### src/rtl/pc_fetch_pkg.sv
// Shared widths, reset address and the buffered fetch-entry layout for the fetch front-end.
package pc_fetch_pkg;

  localparam int WORD_W     = 16;
  localparam int FIFO_DEPTH = 2;
  localparam logic [WORD_W-1:0] RESET_PC = '0;

  typedef struct packed {
    logic [WORD_W-1:0] pc;
    logic [WORD_W-1:0] word;
  } fetch_entry_t;

endpackage

### src/rtl/pc_fetch_if.sv
// Fetch bus: ROM request/response plus the instruction valid/ready handshake to decode.
interface pc_fetch_if #(
  parameter int WIDTH = 16
);
  logic             rom_en;
  logic [WIDTH-1:0] rom_addr;
  logic [WIDTH-1:0] rom_data;
  logic [WIDTH-1:0] instr;
  logic [WIDTH-1:0] instr_pc;
  logic             instr_valid;
  logic             instr_ready;

  modport master (
    output rom_en, rom_addr, instr, instr_pc, instr_valid,
    input  rom_data, instr_ready
  );

  modport slave (
    input  rom_en, rom_addr, instr, instr_pc, instr_valid,
    output rom_data, instr_ready
  );
endinterface

### src/rtl/pc_fetch_fifo.sv
// Small synchronous FIFO of {pc, word} entries; flush beats push and pop.
module pc_fifo
  import pc_fetch_pkg::*;
#(
  parameter int  DEPTH   = FIFO_DEPTH,
  parameter type entry_t = fetch_entry_t,
  localparam int CNT_W   = $clog2(DEPTH + 1),
  localparam int PTR_W   = (DEPTH > 1) ? $clog2(DEPTH) : 1
) (
  input  logic             clk,
  input  logic             rst_n,
  input  logic             flush,
  input  logic             push,
  input  entry_t           push_data,
  input  logic             pop,
  output logic [CNT_W-1:0] count,
  output entry_t           head
);

  entry_t           mem_q [DEPTH];
  entry_t           mem_d [DEPTH];
  logic [PTR_W-1:0] wr_ptr_q, wr_ptr_d;
  logic [PTR_W-1:0] rd_ptr_q, rd_ptr_d;
  logic [CNT_W-1:0] cnt_q, cnt_d;
  logic             push_ok;
  logic             pop_ok;

  function automatic logic [PTR_W-1:0] ptr_inc(input logic [PTR_W-1:0] p);
    return (p == PTR_W'(DEPTH - 1)) ? '0 : p + PTR_W'(1);
  endfunction

  // Pop needs data; push into a full FIFO is only accepted alongside a pop.
  assign pop_ok  = pop & (cnt_q != '0);
  assign push_ok = push & ((cnt_q != CNT_W'(DEPTH)) | pop_ok);

  always_comb begin
    mem_d    = mem_q;
    wr_ptr_d = wr_ptr_q;
    rd_ptr_d = rd_ptr_q;
    cnt_d    = cnt_q;
    if (flush) begin
      wr_ptr_d = '0;
      rd_ptr_d = '0;
      cnt_d    = '0;
    end else begin
      if (push_ok) begin
        mem_d[wr_ptr_q] = push_data;
        wr_ptr_d        = ptr_inc(wr_ptr_q);
      end
      if (pop_ok) begin
        rd_ptr_d = ptr_inc(rd_ptr_q);
      end
      case ({push_ok, pop_ok})
        2'b10:   cnt_d = cnt_q + CNT_W'(1);
        2'b01:   cnt_d = cnt_q - CNT_W'(1);
        default: cnt_d = cnt_q;
      endcase
    end
  end

  always_ff @(posedge clk) begin
    if (!rst_n) begin
      for (int i = 0; i < DEPTH; i++) begin
        mem_q[i] <= '0;
      end
      wr_ptr_q <= '0;
      rd_ptr_q <= '0;
      cnt_q    <= '0;
    end else begin
      mem_q    <= mem_d;
      wr_ptr_q <= wr_ptr_d;
      rd_ptr_q <= rd_ptr_d;
      cnt_q    <= cnt_d;
    end
  end

  assign count = cnt_q;
  assign head  = mem_q[rd_ptr_q];

endmodule

### src/rtl/pc_fetch.sv
// Fetch front-end: owns the pc, issues ROM reads, buffers returned words and handles redirects.
module pc_fetch
  import pc_fetch_pkg::*;
#(
  parameter int               WIDTH    = WORD_W,
  parameter int               DEPTH    = FIFO_DEPTH,
  parameter logic [WIDTH-1:0] RESET_PC = WIDTH'(pc_fetch_pkg::RESET_PC)
) (
  input  logic             clk,
  input  logic             rst_n,
  input  logic             jump,
  input  logic [WIDTH-1:0] jump_addr,
  pc_fetch_if.master       bus
);

  localparam int CNT_W = $clog2(DEPTH + 1);
  localparam int OCC_W = CNT_W + 1;

  typedef struct packed {
    logic [WIDTH-1:0] pc;
    logic [WIDTH-1:0] word;
  } entry_t;

  logic [WIDTH-1:0] pc_q, pc_d;
  logic [WIDTH-1:0] inflight_pc_q, inflight_pc_d;
  logic             inflight_q, inflight_d;
  logic [CNT_W-1:0] count;
  logic [OCC_W-1:0] occupancy;
  entry_t           head;
  entry_t           push_data;
  logic             pop;
  logic             issue;

  assign pop = bus.instr_valid & bus.instr_ready;

  // The in-flight word already owns a buffer slot, so a full buffer never drops a ROM return.
  assign occupancy = OCC_W'(count) + OCC_W'(inflight_q);
  assign issue     = rst_n & ~jump & (occupancy < (OCC_W'(DEPTH) + OCC_W'(pop)));

  always_comb begin
    pc_d          = pc_q;
    inflight_d    = 1'b0;
    inflight_pc_d = inflight_pc_q;
    if (jump) begin
      pc_d = jump_addr;
    end else if (issue) begin
      inflight_d    = 1'b1;
      inflight_pc_d = pc_q;
      pc_d          = pc_q + WIDTH'(1);
    end
  end

  always_ff @(posedge clk) begin
    if (!rst_n) begin
      pc_q          <= RESET_PC;
      inflight_q    <= 1'b0;
      inflight_pc_q <= '0;
    end else begin
      pc_q          <= pc_d;
      inflight_q    <= inflight_d;
      inflight_pc_q <= inflight_pc_d;
    end
  end

  assign push_data.pc   = inflight_pc_q;
  assign push_data.word = bus.rom_data;

  pc_fifo #(
    .DEPTH   (DEPTH),
    .entry_t (entry_t)
  ) u_fifo (
    .clk       (clk),
    .rst_n     (rst_n),
    .flush     (jump),
    .push      (inflight_q & ~jump),
    .push_data (push_data),
    .pop       (pop & ~jump),
    .count     (count),
    .head      (head)
  );

  assign bus.rom_en      = issue;
  assign bus.rom_addr    = pc_q;
  assign bus.instr_valid = (count != '0);
  assign bus.instr       = head.word;
  assign bus.instr_pc    = head.pc;

endmodule
### src/flat_wrapper.sv
// flat-port wrapper written by rule: the top's interface ports become plain ports
module pc_fetch_flat import pc_fetch_pkg::*;
#(
  parameter int               WIDTH    = WORD_W,
  parameter int               DEPTH    = FIFO_DEPTH,
  parameter logic [WIDTH-1:0] RESET_PC = WIDTH'(pc_fetch_pkg::RESET_PC)
)
  (clk, rst_n, jump, jump_addr, bus_rom_en, bus_rom_addr, bus_instr, bus_instr_pc, bus_instr_valid, bus_rom_data, bus_instr_ready);
  pc_fetch_if #(.WIDTH(WIDTH)) bus_i ();
  input  logic clk;
  input  logic rst_n;
  input  logic jump;
  input  logic [WIDTH-1:0] jump_addr;
  output wire logic [$bits(bus_i.rom_en)-1:0] bus_rom_en;
  output wire logic [$bits(bus_i.rom_addr)-1:0] bus_rom_addr;
  output wire logic [$bits(bus_i.instr)-1:0] bus_instr;
  output wire logic [$bits(bus_i.instr_pc)-1:0] bus_instr_pc;
  output wire logic [$bits(bus_i.instr_valid)-1:0] bus_instr_valid;
  input wire logic [$bits(bus_i.rom_data)-1:0] bus_rom_data;
  input wire logic [$bits(bus_i.instr_ready)-1:0] bus_instr_ready;
  assign bus_rom_en = bus_i.rom_en;
  assign bus_rom_addr = bus_i.rom_addr;
  assign bus_instr = bus_i.instr;
  assign bus_instr_pc = bus_i.instr_pc;
  assign bus_instr_valid = bus_i.instr_valid;
  assign bus_i.rom_data = bus_rom_data;
  assign bus_i.instr_ready = bus_instr_ready;
  pc_fetch #(.WIDTH(WIDTH), .DEPTH(DEPTH), .RESET_PC(RESET_PC)) u_core (.clk(clk), .rst_n(rst_n), .jump(jump), .jump_addr(jump_addr), .bus(bus_i));
endmodule
### config.mk
export PLATFORM = sky130hd
export DESIGN_NAME = pc_fetch_flat
export DESIGN_NICKNAME = d
export VERILOG_FILES = /design/src/rtl/pc_fetch_pkg.sv /design/src/rtl/pc_fetch_if.sv /design/src/rtl/pc_fetch_fifo.sv /design/src/rtl/pc_fetch.sv /design/src/flat_wrapper.sv
export SDC_FILE = /design/constraint.sdc
export NUM_CORES = 1
export LEC_CHECK = 0
export CAP_MARGIN = 10
export CORE_ASPECT_RATIO = 0.9
export CORE_UTILIZATION = 57
export CTS_CLUSTER_SIZE = 28
export DETAILED_ROUTE_END_ITERATION = 10
export MAX_ROUTING_LAYER = met4
export PLACE_DENSITY = 0.86
export SLEW_MARGIN = 25
export SYNTH_ARGS = -nofsm -noshare
export SYNTH_HDL_FRONTEND = slang
export SYNTH_SLANG_ARGS = --single-unit
### constraint.sdc
create_clock -name clk -period 3.5 [get_ports clk]
set_clock_uncertainty 0.2 [all_clocks]
set_input_delay 0.7 -clock clk [delete_from_list [all_inputs] [get_ports clk]]
set_output_delay 0.7 -clock clk [all_outputs]
set_load 0.01 [all_outputs]
==> results.cfg, run 1 <==
[floorplan]
io_pins = 86
rows = 31
core-area_sq_um = 8070
initial_core_util_pct = 58.7
die_w_microns = 98.1
dieArea_sq_um = 8680
dieHeight_microns = 88.5

[detailed_routing]
wl_met1_microns = 5040
route.vias.total = 4018
post_drt_wl_per_cell_microns = 16.4
ant_nets = 0
met3_length_microns = 662
drc = 9
maxUsedRoutingLayer = met4
initialDrtViolationCount = 239
wl_met2_microns = 5240
dr.pass1.iters = 8
postRouteWirelength_microns = 11100
routed_via_density = 5.94

[clock_network]
cts.hold.buffers_added = 0
h-tree-depth = 3
cts_tree = built
worstSkewPairLatency_ns = 0.37
cts_buffers = 9
postCtsSetupBuffers = 0
clk_pin_slew_ns = 0.10
cts_max_path_buffers = 2
cts_root_buf = clkbuf_8
cts_resized = 0
cts_sinks = 101

[yosys]
yosysTopAreaCellShare_pct = 42.7
postSynth.asyncResetShare_pct = 0
syn_avg_cell_area_sq_um = 9.30
synth_edf_count = 0
yosys_register_bits = 101
synth_fp_nets = 549
synthFlopType = dfxtp_1
ys_seq_area_share_pct = 42.7
yosys_warnings = 0
post-synth-top-area-cell = dfxtp_1
syn-instance-count = 509
synthDistinctLibCells = 48
netlist_top_cells_area = dfxtp_1, mux2_2, mux2i_1
synth_common_cells = dfxtp_1, nand2_1, a21boi_0, o21ai_0, nor2b_1
yosysMostFrequentCell = dfxtp_1
syn_area_sq_um = 4730

[critical_path]
rr_startpoint = u_core.u_fifo.count[0]$_SDFFE_PP0P_
cp_max_fo = 8
critPathMostFrequentCell = ha_1
reg2reg_depth = 6
cp-startpoint = u_core.u_fifo.count[0]$_SDFFE_PP0P_
cp.required_ns = 2.60
worstPathArrival_ns = 2.39
rrSetupSlack_ns = 1.00
cp_slowest_cell = clkdlybuf4s50_1
critPathMaxStageDelay_ns = 0.57
cp_cell_sequence = ha_1 > ha_1 > or2_2 > nor2_1 > clkdlybuf4s50_1
startpoint_type = flip-flop
r2r-end = u_core.bus.rom_addr[13]$_SDFFE_PN0P_
crit_end = bus_rom_en
critPathCaptureType = output pin
crit_type = flip-flop to output pin

[final_layout]
layout.cells.non_filler = 677
area_growth_pct = 21.7
regArea_sq_um = 2020
nNetsFinal = 613
drive_above_1_share_pct = 11.2
multi_input_area_sq_um = 2480
diodes = 0
nFillCells = 628

[timing]
fin_ws_ns = 0.209
drv_slew = 0
rsz0062_at_grt = no
max_freq_mhz = 304
tightest_slew_ns = 0.806
layout_min_cycle_time_ns = 3.29
slew_headroom_pct = 46.3
setup-tns-final_ns = 0
hold_violations = 0
setup_viol = 0
min_period_over_period_pct = 94.0
holdWs_ns = 0.259

[flow_run]
maxCapViolCount = 0

[pwr]
leakage_nw = 1.96
power_density_nw_per_um2 = 382
power.ir.vdd_worst_mv = 0.186
total_power_w = 0.00220

[placed_design]
dp.cells = 661
gp_congestion = 0.841
portBuffers = 85
pre_cts_ws_ns = 0.338
place_hpwl_microns = 7040

[grt]
grt_pass1_wl_microns = 17800
grt.total_usage_pct = 26.9
antenna_found_initial = 0
grt_start_max_net_pins = 103
grt-ovfl-total = 0
grt_pass1_vias = 3693

[worst_hold_path]
holdCritPathClass = flip-flop to flip-flop

[status]
status = finished, violations left
violations = DRC
## where the power goes
group	internal (W)	switching [W]
logic	0.000132	0.0000994
clock network	0.000336	0.000416
registers	0.00118	0.0000390
total	0.00165	0.000555
## stage by stage
stage	util [%]	instance area (sq um)
after floorplan	-	4730
after global placement	69.0	5560
after detailed placement	69.0	5560
after CTS	71.4	5760
after global routing	71.4	5760
final	71.4	5760
## layer usage
| layer | vias to the layer above | track usage, % |
|---|---|---|
| met5 | - | - |
| li1 | 1916 | - |
| met2 | 137 | 43.2 |
| met3 | 15 | 4.34 |
| met4 | 0 | 9.78 |
| met1 | 1950 | 34.5 |
## worst max-delay path: cells and delay by family (launching register included)
| family | cells | cell delay (ns) |
|---|---|---|
| buffers and inverters | 1 | 0.57 |
| adder cells (fa/ha/maj) | 2 | 0.55 |
| AND/OR/NAND/NOR | 2 | 0.50 |
| flip-flops | 1 | 0.40 |
## registers in the layout (all words and copies together) (netlist names)
register and cells:
u_core.u_fifo.mem_q 64, u_core.inflight_pc_q 16, u_core.u_fifo.rd_ptr_q 1, u_core.u_fifo.count 2
u_core.u_fifo.wr_ptr_q 1, u_core.bus.rom_addr 16, u_core.inflight_q 1
## final cells by class
type,instances,share of cell area (%)
inverter,1,0.0652
tap,99,2.15
multi-input combinational,365,43.0
timing repair buffer,95,16.2
clock inverter,6,1.22
clock buffer,10,2.22
sequential,101,35.1
## cells by family after synthesis
| group | after synthesis | share of synthesized area (%) |
|---|---|---|
| flops | 101 | 42.7 |
| compound gates | 108 | 15.2 |
| mux | 64 | 14.4 |
| fa+ha+maj | 4 | 1.06 |
| simple gates | 185 | 21.0 |
| buf+inv | 43 | 4.92 |
| xor+xnor | 4 | 0.740 |
## cells in the final DEF (no fill, tap or decap), types with 6 or more instances in the layout
cell type,netlist,layout
a21boi_0,41,41
a21boi_1,7,7
a31oi_1,6,6
buf_4,3,9
clkbuf_8,0,9
clkdlybuf4s50_1,0,84
dfxtp_1,101,101
mux2_2,32,32
mux2i_1,32,32
nand2_1,68,68
nand3_1,24,24
nor2_1,13,13
nor2b_1,33,33
nor3_1,6,6
o21ai_0,35,35
## worst min-delay path by stage
stage,startpoint,endpoint,slack [ns],cells past startpoint
after global routing,u_core.u_fifo.mem_q[5]$_SDFFE_PN0P_,u_core.u_fifo.mem_q[5]$_SDFFE_PN0P_,0.29,2
final,u_core.u_fifo.mem_q[5]$_SDFFE_PN0P_,u_core.u_fifo.mem_q[5]$_SDFFE_PN0P_,0.26,2
after floorplan,u_core.u_fifo.mem_q[18]$_SDFFE_PN0P_,u_core.u_fifo.mem_q[18]$_SDFFE_PN0P_,0.23,2
after global placement,u_core.u_fifo.mem_q[5]$_SDFFE_PN0P_,u_core.u_fifo.mem_q[5]$_SDFFE_PN0P_,0.24,2
after CTS,u_core.u_fifo.mem_q[5]$_SDFFE_PN0P_,u_core.u_fifo.mem_q[5]$_SDFFE_PN0P_,0.26,2
after detailed placement,u_core.u_fifo.mem_q[5]$_SDFFE_PN0P_,u_core.u_fifo.mem_q[5]$_SDFFE_PN0P_,0.25,2
Note: power is estimated with default switching activity, not from simulation.
==> run 2: changes to the inputs <==
Settings changed: PLACE_DENSITY 0.86 to 0.95, RECOVER_POWER from default to 100.
==> run 2 against run 1 <==
The flow finishes with violations (DRC, capacitance limit, slew limit). Global-route usage fell by 1.0 points. Cell count unchanged. Power shrank 1.7%.
==> results.cfg, run 2 (synthesis results as in run 1) <==
[clock_network]
h-tree-depth = 3
clk_pin_slew_ns = 0.09
worstSkewPairLatency_ns = 0.36
cts_sinks = 101
cts_buffers = 9
postCtsSetupBuffers = 0
cts_max_path_buffers = 2
cts_resized = 0
cts_tree = built
cts.hold.buffers_added = 0
cts_root_buf = clkbuf_8

[timing]
setup-tns-final_ns = 0
layout_min_cycle_time_ns = 3.40
slew_headroom_pct = -14.5
max_freq_mhz = 294
tightest_slew_ns = 1.72
setup_viol = 0
drv_slew = 48
holdWs_ns = 0.268
rsz0062_at_grt = no
hold_violations = 0
min_period_over_period_pct = 97.1

[grt]
antenna_found_initial = 0
grt.total_usage_pct = 25.8
grt_start_max_net_pins = 100
grt_pass1_vias = 3683
grt-ovfl-total = 0
grt_pass1_wl_microns = 17300

[detailed_routing]
initialDrtViolationCount = 175
ant_nets = 0
dr.pass1.iters = 9
postRouteWirelength_microns = 10800
post_drt_wl_per_cell_microns = 16.0
route.vias.total = 3920
drc = 8
routed_via_density = 5.79

[placed_design]
placed_area_sq_um = 5550
place_hpwl_microns = 7090
gp_congestion = 0.851
portBuffers = 85

[floorplan]
die_w_microns = 98.1
core-area_sq_um = 8070
rows = 31
dieArea_sq_um = 8680
initial_core_util_pct = 58.7
dieHeight_microns = 88.5
io_pins = 86

[final_layout]
final_cell_mix = dfxtp_1, nand2_1, dlygate4sd3_1, a21boi_0, o21ai_0
final_area_sq_um = 5730
layout_commonest_cell = dfxtp_1
diodes = 0
largest_reg_flops = 64
drive_above_1_share_pct = 10.6
final_util_pct = 71.0
area_growth_pct = 21.0
regMostFlops = u_core.u_fifo.mem_q
nNetsFinal = 613

[pwr]
leakage_nw = 2.10
power.ir.vdd_worst_mv = 0.233
total_power_w = 0.00216
power_density_nw_per_um2 = 378

[worst_hold_path]
min_delay_path_depth = 2
min-delay-start = u_core.u_fifo.mem_q[4]$_SDFFE_PN0P_
holdCritPathClass = flip-flop to flip-flop
min_to = u_core.u_fifo.mem_q[4]$_SDFFE_PN0P_

[critical_path]
worstPathArrival_ns = 2.50
cp_max_fo = 2
startpoint_type = primary input
rrSetupSlack_ns = 0.39
reg2reg_depth = 6
critPathCaptureType = output pin
rr_startpoint = u_core.u_fifo.count[0]$_SDFFE_PP0P_
cp.required_ns = 2.60
r2r-end = u_core.inflight_pc_q[0]$_SDFFE_PN0P_
cp-startpoint = jump
crit_type = primary input to output pin

[status]
status = finished, violations left
violations = DRC, capacitance limit, slew limit

[flow_run]
maxCapViolCount = 1
run 2: changes by cell type in the layout (fill, tap and decap cells not counted), sizes merged, moves of 4 or more:
| cell | delta |
|---|---|
| buf | -4 |
| dlygate4sd3 | +50 |
| clkdlybuf4s50 | -50 |
| clkbuf | +6 |
run 2: stage by stage:
| step | std cells | setup WS, ns |
|---|---|---|
| 2_1_floorplan | 509 | 0.796 |
| 3_3_place_gp | 661 | 0.213 |
| 3_5_place_dp | 661 | 0.232 |
| 4_1_cts | 677 | 0.159 |
| 5_1_grt | 677 | 0.0501 |
| 6_report | 677 | 0.103 |
run 2: routing by layer:
layer / GRT usage [%] / wire length [microns] / vias to the layer above
li1: - / - / 1918
met1: 30.4 / 4880 / 1890
met3: 5.77 / 531 / 11
met5: - / 0 / -
met2: 45.8 / 5310 / 101
met4: 5.37 / 95 / 0
run 2: report_power, final:
group          total [W]  internal (W)  switching [W]
combinational   0.000220      0.000123      0.0000973
clock           0.000727      0.000349       0.000379
sequential       0.00122       0.00118      0.0000382
run 2: how the worst max path moves through the flow:
stage	endpoint	slack, ns	cells past startpoint
after floorplan	bus_rom_en	0.80	6
after global placement	bus_rom_en	0.21	5
after detailed placement	bus_rom_en	0.23	5
after CTS	bus_rom_en	0.16	5
after global routing	u_core.u_fifo.mem_q[33]$_SDFFE_PN0P_	0.05	6
final	bus_rom_en	0.10	5
run 2: cell type report:
class                      instances  area [sq um]
tap                               99           124
fill                             589          2340
timing repair buffer              95           908
sequential                       101          2020
clock inverter                     4          47.5
inverter                           1          3.75
clock buffer                      12           145
multi-input combinational        365          2480
run 2: critical path, cell delays in order:
cell,delay (ns)
dlygate4sd3_1,0.54
nand2b_1,0.15
or2_2,0.28
nor2_1,0.22
clkdlybuf4s50_1,0.59
==> run 3: changes to the inputs <==
Settings changed: GPL_TIMING_DRIVEN from default to 0.
==> run 3 against run 2 <==
The flow finishes with violations (DRC). Sequential power about the same. Maximum frequency rose by 0.75%. First-iteration DRC count grew 33%. Routed wire length is 9.4% higher. Die area is the same. Power down 2.3%. Non-clock buffer count increased by 29. Critical endpoint is now bus_instr[9]. Highest routed layer unchanged.
==> results.cfg, run 3 (synthesis results as in run 1) <==
[floorplan]
dieHeight_microns = 88.5
rows = 31
dieArea_sq_um = 8680
io_pins = 86
die_w_microns = 98.1
core-area_sq_um = 8070
initial_core_util_pct = 58.7

[grt]
grt_start_max_net_pins = 20
antenna_found_initial = 0
grt_pass1_vias = 3927
grt-ovfl-total = 0
grt_pass1_wl_microns = 18900
grt.total_usage_pct = 28.5

[pwr]
intPower_w = 0.00156
power.ir.vdd_worst_mv = 0.208
power_density_nw_per_um2 = 363
clkPwrFrac_pct = 31.5
leakage_nw = 2.00
p_seq_share_pct = 57.4
power.share.switching_pct = 26.1
switching_power_w = 0.000551
p_comb_share_pct = 11.1

[clock_network]
cts_root_buf = clkbuf_8
cts.hold.buffers_added = 0
clk_pin_slew_ns = 0.10
cts_max_path_buffers = 2
h-tree-depth = 3
worstSkewPairLatency_ns = 0.36
cts_sinks = 101
cts_tree = built
cts_buffers = 9

[placed_design]
gp_congestion = 0.893
portBuffers = 84
dp.cells = 692
place_hpwl_microns = 8350

[final_layout]
final_util_pct = 72.1
drive_above_1_share_pct = 10.2
layout.cells.non_filler = 705
regMostFlops = u_core.u_fifo.mem_q
layout_commonest_cell = dfxtp_1
final_cell_mix = dfxtp_1, nand2_1, clkdlybuf4s50_1, a21boi_0, o21ai_0
area_growth_pct = 22.9
nNetsFinal = 642
diodes = 0
largest_reg_flops = 64
nFillCells = 583

[worst_hold_path]
holdCritPathClass = flip-flop to flip-flop
min_delay_path_depth = 2

[status]
violations = DRC
status = finished, violations left

[timing]
tightest_slew_ns = 0.979
setup_viol = 0
holdWs_ns = 0.266
layout_min_cycle_time_ns = 3.37
setup-tns-final_ns = 0
hold_violations = 0
min_period_over_period_pct = 96.3
max_freq_mhz = 297
slew_headroom_pct = 34.1
rsz0062_at_grt = no
drv_slew = 0

[critical_path]
reg2reg_depth = 5
crit_type = flip-flop to output pin
cp.required_ns = 2.60
cp_max_fo = 10
startpoint_type = flip-flop
critPathCaptureType = output pin
worstPathArrival_ns = 2.47

[detailed_routing]
drc = 9
post_drt_wl_per_cell_microns = 16.8
route.vias.total = 4138
dr.pass1.iters = 8
ant_nets = 0
routed_via_density = 5.87
initialDrtViolationCount = 232
postRouteWirelength_microns = 11800

[flow_run]
maxCapViolCount = 0
==> run 3: worst paths after layout <==
check | start | endpoint | slack, ns
worst max-delay path | u_core.u_fifo.rd_ptr_q$_SDFFE_PP0P_ | bus_instr[9] | 0.13
worst min-delay path | u_core.u_fifo.mem_q[18]$_SDFFE_PN0P_ | u_core.u_fifo.mem_q[18]$_SDFFE_PN0P_ | 0.27
worst max register to register | u_core.inflight_q$_SDFF_PP0_ | u_core.inflight_pc_q[10]$_SDFFE_PN0P_ | 0.97
worst min register to register | u_core.u_fifo.mem_q[18]$_SDFFE_PN0P_ | u_core.u_fifo.mem_q[18]$_SDFFE_PN0P_ | 0.27
==> run 3: layer usage <==
metal / global-route usage [%] / part of all wire [%] / vias to the layer above
li1: - / - / 1989
met1: 35.4 / 44 / 1963
met2: 46.9 / 48 / 165
met3: 5.92 / 6.9 / 21
met4: 9.37 / 1.7 / 0
met5: - / 0 / -
==> run 3: final cells by class <==
cell class                 count  area [sq um]  share of cell area, %
inverter                       1          3.75                 0.0645
clock buffer                  10           128                   2.19
clock inverter                 5          37.5                  0.645
timing repair buffer          84           840                   14.4
sequential                   101          2020                   34.8
multi-input combinational    365          2470                   42.5
tap                           99           124                   2.13
buffer                        40           186                   3.20
==> run 3: through the flow <==
stage,power [W],area [sq um],setup WS (ns)
2_1_floorplan,0.00135,4730,0.796
3_3_place_gp,0.00147,5700,-0.162
3_5_place_dp,0.00148,5700,-0.201
4_1_cts,0.00212,5870,0.0417
5_1_grt,0.00219,5820,0.0363
6_report,0.00211,5820,0.128
==> run 3: worst max-delay path: stages, from the launching register on <==
cell and delay, ns:
dfxtp_1 0.32, clkbuf_1 0.32, clkbuf_1 0.57, mux2_2 0.41, clkdlybuf4s50_1 0.49
==> run 3: what timing repair did <==
action,in CTS,in global routing
endpoints found under the setup margin,1,1
setup buffers,0,0
gates resized for setup,4,1
==> run 3: power groups by stage <==
stage	combinational [W]	clock, W	sequential [W]
2_1_floorplan	0.000119	0	0.00124
3_3_place_gp	0.000233	0	0.00124
4_1_cts	0.000241	0.000668	0.00121
5_1_grt	0.000252	0.000720	0.00122
6_report	0.000235	0.000665	0.00121
3_5_place_dp	0.000238	0	0.00124
